## src/rtl/btn_debounce.sv

```systemverilog
// Purpose: synchronise, debounce and edge-detect the calculator operator keys (bit 3..0 = L,R,U,D).
// Latency: a steady raw change shows on btn_stable and the pulse outputs DB_CYCLES+2 edges after it is first sampled.
// Backpressure: none; free-running, outputs are valid every cycle and cannot be stalled.
module btn_debounce #(
  parameter int N_BTN     = 4,
  parameter int DB_CYCLES = 20
) (
  input  logic             clk,
  input  logic             rst,
  input  logic [N_BTN-1:0] btn_raw,
  output logic [N_BTN-1:0] btn_stable,
  output logic [N_BTN-1:0] btn_press,
  output logic [N_BTN-1:0] btn_release
);

  // Counter width follows the debounce length; it is not meant to be overridden.
  localparam int CNT_W = $clog2(DB_CYCLES);
  // Terminal count: reaching it with a disagreeing level accepts the new level.
  localparam logic [CNT_W-1:0] CNT_MAX = CNT_W'(DB_CYCLES - 1);
  localparam logic [CNT_W-1:0] CNT_ONE = CNT_W'(1);

  // Two-stage synchroniser; only s2 is used by the debounce logic.
  logic [N_BTN-1:0] s1;
  logic [N_BTN-1:0] s2;

  // Per-key persistence counters, fully independent of each other.
  logic [CNT_W-1:0] cnt [N_BTN];

  // Bring the asynchronous pad levels into the clk domain.
  always_ff @(posedge clk) begin
    if (rst) begin
      s1 <= '0;
      s2 <= '0;
    end else begin
      s1 <= btn_raw;
      s2 <= s1;
    end
  end

  // Per key: count consecutive disagreeing cycles, accept at the terminal
  // count and pulse press/release on that same edge only. A single agreeing
  // cycle restarts the count, so short glitches never reach the output.
  always_ff @(posedge clk) begin
    if (rst) begin
      btn_stable  <= '0;
      btn_press   <= '0;
      btn_release <= '0;
      for (int i = 0; i < N_BTN; i++) begin
        cnt[i] <= '0;
      end
    end else begin
      for (int i = 0; i < N_BTN; i++) begin
        // Pulses default low; they are raised only on an accepting edge.
        btn_press[i]   <= 1'b0;
        btn_release[i] <= 1'b0;
        if (s2[i] == btn_stable[i]) begin
          cnt[i] <= '0;
        end else if (cnt[i] == CNT_MAX) begin
          // New level has persisted long enough: take it and report the edge.
          btn_stable[i]  <= s2[i];
          btn_press[i]   <= s2[i];
          btn_release[i] <= ~s2[i];
          cnt[i]         <= '0;
        end else begin
          cnt[i] <= cnt[i] + CNT_ONE;
        end
      end
    end
  end

endmodule
```

## config.mk

```make
export PLATFORM = sky130hd
export DESIGN_NAME = btn_debounce
export DESIGN_NICKNAME = d
export VERILOG_FILES = /design/src/rtl/btn_debounce.sv
export SDC_FILE = /design/constraint.sdc
export NUM_CORES = 1
export LEC_CHECK = 0
export BUFFER_PORTS_ARGS = -buffer_cell sky130_fd_sc_hd__clkbuf_2
export CORE_ASPECT_RATIO = 0.6
export CORE_MARGIN = 4
export CORE_UTILIZATION = 34
export DETAILED_ROUTE_END_ITERATION = 7
export GPL_ROUTABILITY_DRIVEN = 1
export PLACE_DENSITY_LB_ADDON = 0.05
export SLEW_MARGIN = 25
export SYNTH_ARGS = -nofsm -noshare
export SYNTH_HDL_FRONTEND = slang
export SYNTH_SLANG_ARGS = --single-unit
```

## constraint.sdc

```tcl
create_clock -name clk -period 1.6 [get_ports clk]
set_input_delay 0.24 -clock clk [delete_from_list [all_inputs] [get_ports clk]]
set_output_delay 0.24 -clock clk [all_outputs]
set_load 0.005 [all_outputs]
```

==> results.toml, run 1 <==
[critical_path]
ff2ff_setup_slack_ns = 0.29
crit_fanout = 4
r2r_start = "cnt[1][0]$_SDFFCE_PN0P_"
reg2reg_to = "cnt[1][2]$_SDFFCE_PN0P_"
cp.arrival_ns = 1.36
critPathLaunchType = "flip-flop"
path_class = "reg -> reg"
rr_worst_depth = 4
endpoint_kind = "flip-flop"
cp.required_ns = 1.64

[global_routing]
grt_max_degree = 17
grt_pass1_vias = 1082
antenna_found_initial = 0
grt_pass1_wl_um = 4930
grtUsageTotal_pct = 9.96
overflow = 0

[synth]
synth_top_cell_by_area = "edfxtp_1"
synth-seq-cells = 40
synth_top_area_share_pct = 33.5
synth_area_um2 = 1790
async_flop_share_pct = 0
synth_edf_count = 20
yosysWarnings = 0
synth_commonest_cells = "20 x dfxtp_1, 20 x edfxtp_1, 20 x nor2_1, 12 x nor2b_1, 9 x inv_1"
yosysUniqueCellTypes = 24
syn_inst = 145
ys_top_cells_by_area = "edfxtp_1 34%, dfxtp_1 22%, nand4bb_4 6.1%, nor4b_2 5.0%, nor2_1 4.2%"
ys.flop_type = "edfxtp_1"
avgSynthCellArea_um2 = 12.3
ys_seq_area_share_pct = 55.9

[timing]
clock-skew-final_ns = 0.00223
finalMaxSlewViolations = 0
fmax_mhz = 762
holdWs_ns = 0.166
fin_crit_sh_pct = 82.1
rsz0062_at_grt = "no"
finalCriticalPeriod_ns = 1.31
tns_ns = 0
finalHoldViolCount = 0
setup_viol = 0

[worst_hold_path]
min_to = "s1[2]$_SDFF_PP0_"
hp-class = "in -> reg"
holdPathStages = 2
min-delay-start = "btn_raw[2]"

[placed_design]
place.detailed.hpwl_um = 2130
gp_congestion = 0.734
portBuffers = 17

[drt]
wl_per_cell_um = 11.1
drc = 0
avgViaCountPerCell = 4.31
wirelength_um = 2830
drtPass1Iterations = 4
drt_first_iter_violations = 20
ant_nets = 0
via_count = 1096

[die]
die_h_um = 64.2
die_w_um = 102
ios = 18
num_rows = 20
initial_core_util_pct = 35.2
core_area_um2 = 5080
dieArea_um2 = 6530

[finish]
utilization_pct = 41.6
area_growth_pct = 18.1
diodes = 0
drive_gt1_share_pct = 20.2
fin_nets = 197

[clocking]
cts.sinks = 40
numCtsBuffers = 5
clockBufferDepth = 2
post_cts_buffers = 0
cts_tree = "built"
clock_latency_ns = 0.28
hold_buffers = 0
cts_root_buf = "clkbuf_8"
cts-resized-gates = 0
clk_pin_slew_worst_paths_ns = 0.08
cts_htree_levels = 2

[job]
maxCapViolCount = 0

[outcome]
status = "finished, final reports clean"

[power]
p_leak_nw = 0.828
powerDensity_nw_per_um2 = 910
ir_drop_mv = 0.362
## worst max path at each step
stage | slack [ns] | startpoint | to
finish | 0.29 | cnt[1][0]$_SDFFCE_PN0P_ | cnt[1][2]$_SDFFCE_PN0P_
global route | 0.18 | cnt[1][0]$_SDFFCE_PN0P_ | cnt[1][4]$_SDFFCE_PN0P_
detailed placement | 0.28 | cnt[3][0]$_SDFFCE_PN0P_ | cnt[3][2]$_SDFFCE_PN0P_
floorplan | 0.40 | cnt[3][0]$_SDFFCE_PN0P_ | cnt[3][2]$_SDFFCE_PN0P_
global placement | 0.29 | cnt[3][0]$_SDFFCE_PN0P_ | cnt[3][2]$_SDFFCE_PN0P_
CTS | 0.27 | cnt[3][0]$_SDFFCE_PN0P_ | cnt[3][2]$_SDFFCE_PN0P_
## sequential cells by signal (all words and copies together) (netlist names)
name,flops
cnt,20
s2,4
btn_release,4
s1,4
btn_press,4
btn_stable,4
## placed cells by master (no fill, tap or decap)
master	instances
inv_1	9
nor2b_1	12
o21ai_0	4
nand4bb_4	4
dfxtp_1	20
conb_1	20
inv_2	1
nand4b_1	4
buf_4	1
xnor2_1	4
nand3_1	6
nand2_1	4
nor3_1	1
nor4b_2	6
edfxtp_1	20
xor2_1	8
clkbuf_2	17
clkbuf_1	2
ha_1	4
a31oi_1	4
clkbuf_8	6
nand3_2	2
mux2i_1	4
nor2_1	20
nand3b_1	4
nor3_2	1
## power by group
group | total (W) | switching (W) | internal, W
clock | 0.000687 | 0.000335 | 0.000352
sequential | 0.00114 | 0.0000316 | 0.00111
combinational | 0.0000985 | 0.0000510 | 0.0000475
total | 0.00192 | 0.000417 | 0.00151
## per-layer routing
metal,share of wire (%),GRT usage (%),vias to the layer above
li1,-,-,570
met1,50,12.8,506
met2,44,15.1,16
met3,5.2,4.36,4
met4,0.88,2.99,0
met5,0,0,-
## through the flow
stage	power [W]	cell area (µm²)	worst slack [ns]	instances
2_1_floorplan	0.00124	1860	0.401	164
6_report	0.00192	2110	0.287	254
3_3_place_gp	0.00126	2020	0.286	246
5_1_grt	0.00203	2110	0.176	254
4_1_cts	0.00197	2110	0.268	254
3_5_place_dp	0.00126	2020	0.277	246
## cells by family after synthesis
| family | Yosys count | synth area share (%) |
|---|---|---|
| other cells | 1 | 0.209 |
| buf+inv | 12 | 2.79 |
| compound gates | 8 | 2.52 |
| simple gates | 64 | 27.7 |
| flops | 40 | 55.9 |
| xor+xnor | 12 | 5.87 |
| fa+ha+maj | 4 | 2.80 |
| mux | 4 | 2.24 |
## critical path: stages (launching register included)
cell and delay (ns):
edfxtp_1 0.38, ha_1 0.29, nand4bb_4 0.17, nand3_1 0.17, nor2_1 0.06
## final cells by class
class	instances	area (µm²)
Multi-Input combinational cell	112	811
Inverter	10	37.5
Timing Repair Buffer	18	92.6
Sequential cell	40	1000
Clock buffer	8	90.1
Fill cell	507	2970
Tap cell	66	82.6
(Power assumes the default switching activity.)
==> run 2: changes to the inputs <==
==> constraint.sdc (replaced) <==
create_clock -name clk -period 1.1 [get_ports clk]
set_input_delay 0.165 -clock clk [delete_from_list [all_inputs] [get_ports clk]]
set_output_delay 0.165 -clock clk [all_outputs]
set_load 0.005 [all_outputs]
==> run 2 against run 1 <==
The run now ends with setup timing left; cell count increased by 10%; sequential share of layout area decreased by 6.6 points; routed wire length increased by 12%; die area unchanged; non-clock buffer count increased by 26; largest cell class unchanged; largest power group unchanged.
==> results.toml, run 2 (synthesis results as in run 1) <==
[outcome]
status = "finished with violations"
violations = "setup timing"

[critical_path]
endpoint_kind = "flip-flop"
crit_path_cell_trace = "ha_4, nand4bb_4, nand3_4, nor2_2"
cp_slowest_cell = "edfxtp_1"
cp_slowest_stage_delay_ns = 0.42
cp_top_family = "flip-flops"
crit_fanout = 4
ff2ff_setup_slack_ns = -0.1
reg2reg_to = "cnt[3][2]$_SDFFCE_PN0P_"
r2r_start = "cnt[3][1]$_SDFFCE_PN0P_"
cp.required_ns = 1.14
critPathLaunchType = "flip-flop"
path_class = "reg -> reg"
crit_buf_inv = 0
rr_worst_depth = 4
cp.arrival_ns = 1.24

[timing]
fmax_mhz = 835
finalMaxSlewViolations = 0
finalCriticalPeriod_ns = 1.20
worst_slack_ns = -0.0977
clock-skew-final_ns = 0.00397
fin_crit_sh_pct = 109
rsz0062_at_grt = "yes"
setup_viol = 22
finalHoldViolCount = 0

[die]
die_h_um = 64.2
dieArea_um2 = 6530
core_area_um2 = 5080
ios = 18
initial_core_util_pct = 35.2
die_w_um = 102
num_rows = 20

[clocking]
cts_htree_levels = 2
clockBufferDepth = 2
cts.sinks = 40
cts_root_buf = "clkbuf_8"
hold_buffers = 0
clock_latency_ns = 0.28
cts_tree = "built"
numCtsBuffers = 5
clk_pin_slew_worst_paths_ns = 0.08

[power]
p_comb_share_pct = 8.1
p_leak_nw = 0.965
p_seq_share_pct = 57.2
power.internal_w = 0.00225
power.switching_w = 0.000645
p_clk_share_pct = 34.7
ir_drop_mv = 0.618
powerDensity_nw_per_um2 = 1170
switching_share_pct = 22.3

[finish]
utilization_pct = 48.5
layout_commonest_cell = "buf_4"
drive_gt1_share_pct = 40.2
n_fill_cell = 483
diodes = 0
area_growth_pct = 37.6
final_area_um2 = 2460
largest_reg_flops = 20
final_cells = 280
mostFrequentLayoutCells = "24 x buf_4, 20 x edfxtp_1, 20 x conb_1"
top_register = "cnt"
fin_nets = 223

[drt]
wirelength_um = 3160
drt_first_iter_violations = 30
ant_nets = 0
wl_per_cell_um = 11.3
via_count = 1220
drtPass1Iterations = 3
drc = 0
avgViaCountPerCell = 4.36

[placed_design]
gp_congestion = 0.723
portBuffers = 17
dp_cells = 264
place.detailed.hpwl_um = 2240
placed_area_um2 = 2220

[job]
maxCapViolCount = 0

[worst_hold_path]
min-delay-start = "btn_raw[0]"
holdPathStages = 2
hp-class = "in -> reg"
min_to = "s1[0]$_SDFF_PP0_"

[global_routing]
grt_pass1_vias = 1253
grt_max_degree = 19
antenna_found_initial = 0
grtUsageTotal_pct = 11.0
grt_pass1_wl_um = 5550
overflow = 0
-- run 2: cell count changes in the layout (fill, tap and decap cells not counted), moves of 4 or more --
cell	delta
nor2_1	-5
ha_1	-4
buf_4	+23
o21ai_0	-4
nor2_2	+5
ha_4	+4
-- run 2: layout make-up --
type / count / area [µm²] / share of cell area (%)
clock buffer: 8 / 90.1 / 3.66
inverter: 10 / 37.5 / 1.52
multi-input combinational: 112 / 950 / 38.5
sequential: 40 / 1000 / 40.8
tap: 66 / 82.6 / 3.35
timing repair buffer: 44 / 299 / 12.1
-- run 2: through the flow --
stage	hold WS [ns]	power (W)	setup WS, ns	TNS [ns]
2_1_floorplan	0.293	0.00181	-0.00614	-0.0185
3_3_place_gp	0.374	0.00188	-0.0763	-0.802
3_5_place_dp	0.385	0.00188	-0.0895	-1.28
4_1_cts	0.0844	0.00291	-0.0930	-1.32
5_1_grt	0.0982	0.00305	-0.142	-3.08
6_report	0.0941	0.00289	-0.0977	-1.07
-- run 2: worst max-delay path by stage --
stage	start	to	slack, ns	depth (start not counted)
3_3_place_gp	cnt[0][0]$_SDFFCE_PN0P_	cnt[0][2]$_SDFFCE_PN0P_	-0.08	4
3_5_place_dp	cnt[2][1]$_SDFFCE_PN0P_	cnt[2][1]$_SDFFCE_PN0P_	-0.09	4
6_report	cnt[3][1]$_SDFFCE_PN0P_	cnt[3][2]$_SDFFCE_PN0P_	-0.1	4
2_1_floorplan	cnt[2][3]$_SDFFCE_PN0P_	cnt[2][0]$_SDFFCE_PN0P_	-0.006	3
4_1_cts	cnt[0][0]$_SDFFCE_PN0P_	cnt[0][3]$_SDFFCE_PN0P_	-0.09	4
5_1_grt	cnt[3][1]$_SDFFCE_PN0P_	cnt[3][2]$_SDFFCE_PN0P_	-0.14	4
-- run 2: per-layer routing --
| metal | GRT usage (%) | share of wire, % | vias to the layer above |
|---|---|---|---|
| met5 | 0 | 0 | - |
| met4 | 3.48 | 0.98 | 0 |
| met3 | 4.03 | 4.3 | 2 |
| met2 | 17.4 | 48 | 14 |
| met1 | 13.8 | 47 | 587 |
| li1 | - | - | 617 |
-- run 2: repair_timing --
action / 4_1_cts / 5_1_grt
setup endpoints to repair: 24 / 33
pin swaps: 10 / 10
gates resized for setup: 9 / 18
buffers inserted: 4 / 4
-- run 2: power by group through the flow --
| stage | Clock (W) | Combinational, W | Sequential (W) |
|---|---|---|---|
| after floorplan | 0 | 0.000128 | 0.00168 |
| after global placement | 0 | 0.000191 | 0.00169 |
| after detailed placement | 0 | 0.000197 | 0.00169 |
| after CTS | 0.00105 | 0.000213 | 0.00165 |
| after global routing | 0.00112 | 0.000265 | 0.00166 |
| final | 0.00100 | 0.000234 | 0.00166 |
-- run 2: worst reg2reg max path, cell delays in order (launching register included) --
cell and delay [ns]:
edfxtp_1 0.42, ha_4 0.20, nand4bb_4 0.17, nand3_4 0.12
nor2_2 0.04
==> run 3: changes to the inputs <==
--- a/config.mk
+++ b/config.mk
@@ -11,7 +11,7 @@
 export CORE_UTILIZATION = 34
 export DETAILED_ROUTE_END_ITERATION = 7
 export GPL_ROUTABILITY_DRIVEN = 1
-export PLACE_DENSITY_LB_ADDON = 0.05
+export PLACE_DENSITY = 0.63
 export SLEW_MARGIN = 25
 export SYNTH_ARGS = -nofsm -noshare
 export SYNTH_HDL_FRONTEND = slang
==> run 3 against run 2 <==
The flow still finishes with violations (setup timing); critical endpoint is now cnt[2][0]$_SDFFCE_PN0P_; clock skew is 0.0017 ns higher; combinational power shrank 9.0%; cell count is 2.5% lower.
==> results.toml, run 3 (synthesis results as in run 1) <==
[critical_path]
crit_path_cell_trace = "ha_4, nand4bb_4, nand3_4, nor2_1"
crit_end = "cnt[2][0]$_SDFFCE_PN0P_"
cp_slowest_cell = "edfxtp_1"
endpoint_kind = "flip-flop"
critPathLaunchType = "flip-flop"
cp.arrival_ns = 1.23
reg2reg_to = "cnt[2][0]$_SDFFCE_PN0P_"
cp-startpoint = "cnt[2][0]$_SDFFCE_PN0P_"
path_class = "reg -> reg"
crit_fanout = 4
r2r_start = "cnt[2][0]$_SDFFCE_PN0P_"
rr_worst_depth = 4
ff2ff_setup_slack_ns = -0.09
cp.required_ns = 1.14
cp_slowest_stage_delay_ns = 0.42

[drt]
wirelength_um = 2940
via_count = 1146
wl_per_cell_um = 10.8
drc = 0
avgViaCountPerCell = 4.20
drt_first_iter_violations = 19
ant_nets = 0
drtPass1Iterations = 4

[power]
p_clk_share_pct = 33.1
ir_drop_mv = 0.452
p_comb_share_pct = 7.7
power.switching_w = 0.000625
switching_share_pct = 22.4
p_leak_nw = 0.917
power.internal_w = 0.00216
p_seq_share_pct = 59.3
powerDensity_nw_per_um2 = 1180

[finish]
top_register = "cnt"
area_growth_pct = 32.4
largest_reg_flops = 20
mostFrequentLayoutCells = "20 x edfxtp_1, 20 x conb_1, 18 x dfxtp_1, 18 x buf_4, 17 x clkbuf_2"
final_cells = 273
fin_nets = 216
drive_gt1_share_pct = 35.3
diodes = 0

[worst_hold_path]
hp-class = "in -> reg"

[job]
maxCapViolCount = 0

[timing]
finalMaxSlewViolations = 0
rsz0062_at_grt = "yes"
fmax_mhz = 838
clock-skew-final_ns = 0.00568
fin_crit_sh_pct = 108
tns_ns = -1.39
worst_slack_ns = -0.0929
setup_viol = 23
finalHoldViolCount = 0
finalCriticalPeriod_ns = 1.19

[global_routing]
grt_max_degree = 19
overflow = 0
grtUsageTotal_pct = 10.2
antenna_found_initial = 0
grt_pass1_vias = 1149
grt_pass1_wl_um = 5130

[placed_design]
gp_congestion = 0.729
place.detailed.hpwl_um = 2190
portBuffers = 17
dp_cells = 262

[clocking]
cts_htree_levels = 2
numCtsBuffers = 5
clockBufferDepth = 2
cts_tree = "built"
cts.sinks = 40
clk_pin_slew_worst_paths_ns = 0.07
clock_latency_ns = 0.29
cts_root_buf = "clkbuf_8"

[die]
initial_core_util_pct = 35.2
core_area_um2 = 5080
die_h_um = 64.2
dieArea_um2 = 6530
ios = 18
num_rows = 20
die_w_um = 102

[outcome]
violations = "setup timing"
status = "finished with violations"
## run 3: through the flow
| step | power, W | worst slack (ns) | util, % | cell area (µm²) | hold WS, ns |
|---|---|---|---|---|---|
| global route | 0.00294 | -0.143 | 46.7 | 2370 | 0.109 |
| CTS | 0.00283 | -0.0887 | 45.7 | 2320 | 0.0838 |
| global placement | 0.00188 | -0.0754 | 43.4 | 2200 | 0.383 |
| detailed placement | 0.00188 | -0.0792 | 43.4 | 2200 | 0.386 |
| finish | 0.00279 | -0.0929 | 46.7 | 2370 | 0.0907 |
| floorplan | 0.00181 | -0.00614 | - | 1920 | 0.293 |
## run 3: power by group through the flow
stage | logic, W | registers [W] | clock network, W
detailed placement | 0.000192 | 0.00169 | 0
CTS | 0.000206 | 0.00165 | 0.000973
global route | 0.000242 | 0.00166 | 0.00104
floorplan | 0.000128 | 0.00168 | 0
global placement | 0.000192 | 0.00169 | 0
finish | 0.000213 | 0.00165 | 0.000922
## run 3: how the worst min path moves through the flow
stage / to / slack (ns) / start / cells after the start
floorplan: s1[0]$_SDFF_PP0_ / 0.29 / btn_raw[0] / 1
global placement: s1[1]$_SDFF_PP0_ / 0.38 / btn_raw[1] / 2
detailed placement: s1[0]$_SDFF_PP0_ / 0.39 / btn_raw[0] / 2
CTS: s1[0]$_SDFF_PP0_ / 0.08 / btn_raw[0] / 2
global route: s1[2]$_SDFF_PP0_ / 0.11 / btn_raw[2] / 2
finish: s1[0]$_SDFF_PP0_ / 0.09 / btn_raw[0] / 2
## run 3: layer usage
| metal | GRT usage, % | up-vias | wire (µm) | part of all wire [%] |
|---|---|---|---|---|
| met2 | 15.0 | 18 | 1230 | 42 |
| met4 | 3.98 | 0 | 25 | 0.85 |
| met3 | 3.60 | 5 | 138 | 4.7 |
| met5 | 0 | - | 0 | 0 |
| li1 | - | 607 | - | - |
| met1 | 13.8 | 516 | 1550 | 53 |
## run 3: final cells by class
cell class,instances,area [µm²]
inverter,10,37.5
multi-input combinational,112,923
clock buffer,7,76.3
tap,66,82.6
clock inverter,1,3.75
timing repair buffer,37,243
sequential,40,1000
fill,481,2710
## run 3: worst max-delay path: cells and delay by family (launching register included)
| kind | cells | cell delay [ns] |
|---|---|---|
| adder cells (fa/ha/maj) | 1 | 0.19 |
| AND/OR/NAND/NOR | 3 | 0.34 |
| flip-flops | 1 | 0.42 |
## run 3: timing repair
action                                  CTS  global route
resized for setup                         8            11
endpoints found under the setup margin   25            32
hold buffers                              0             0
setup buffers                             2             1
endpoints found under the hold margin     0             0
pin swaps                                 2             9
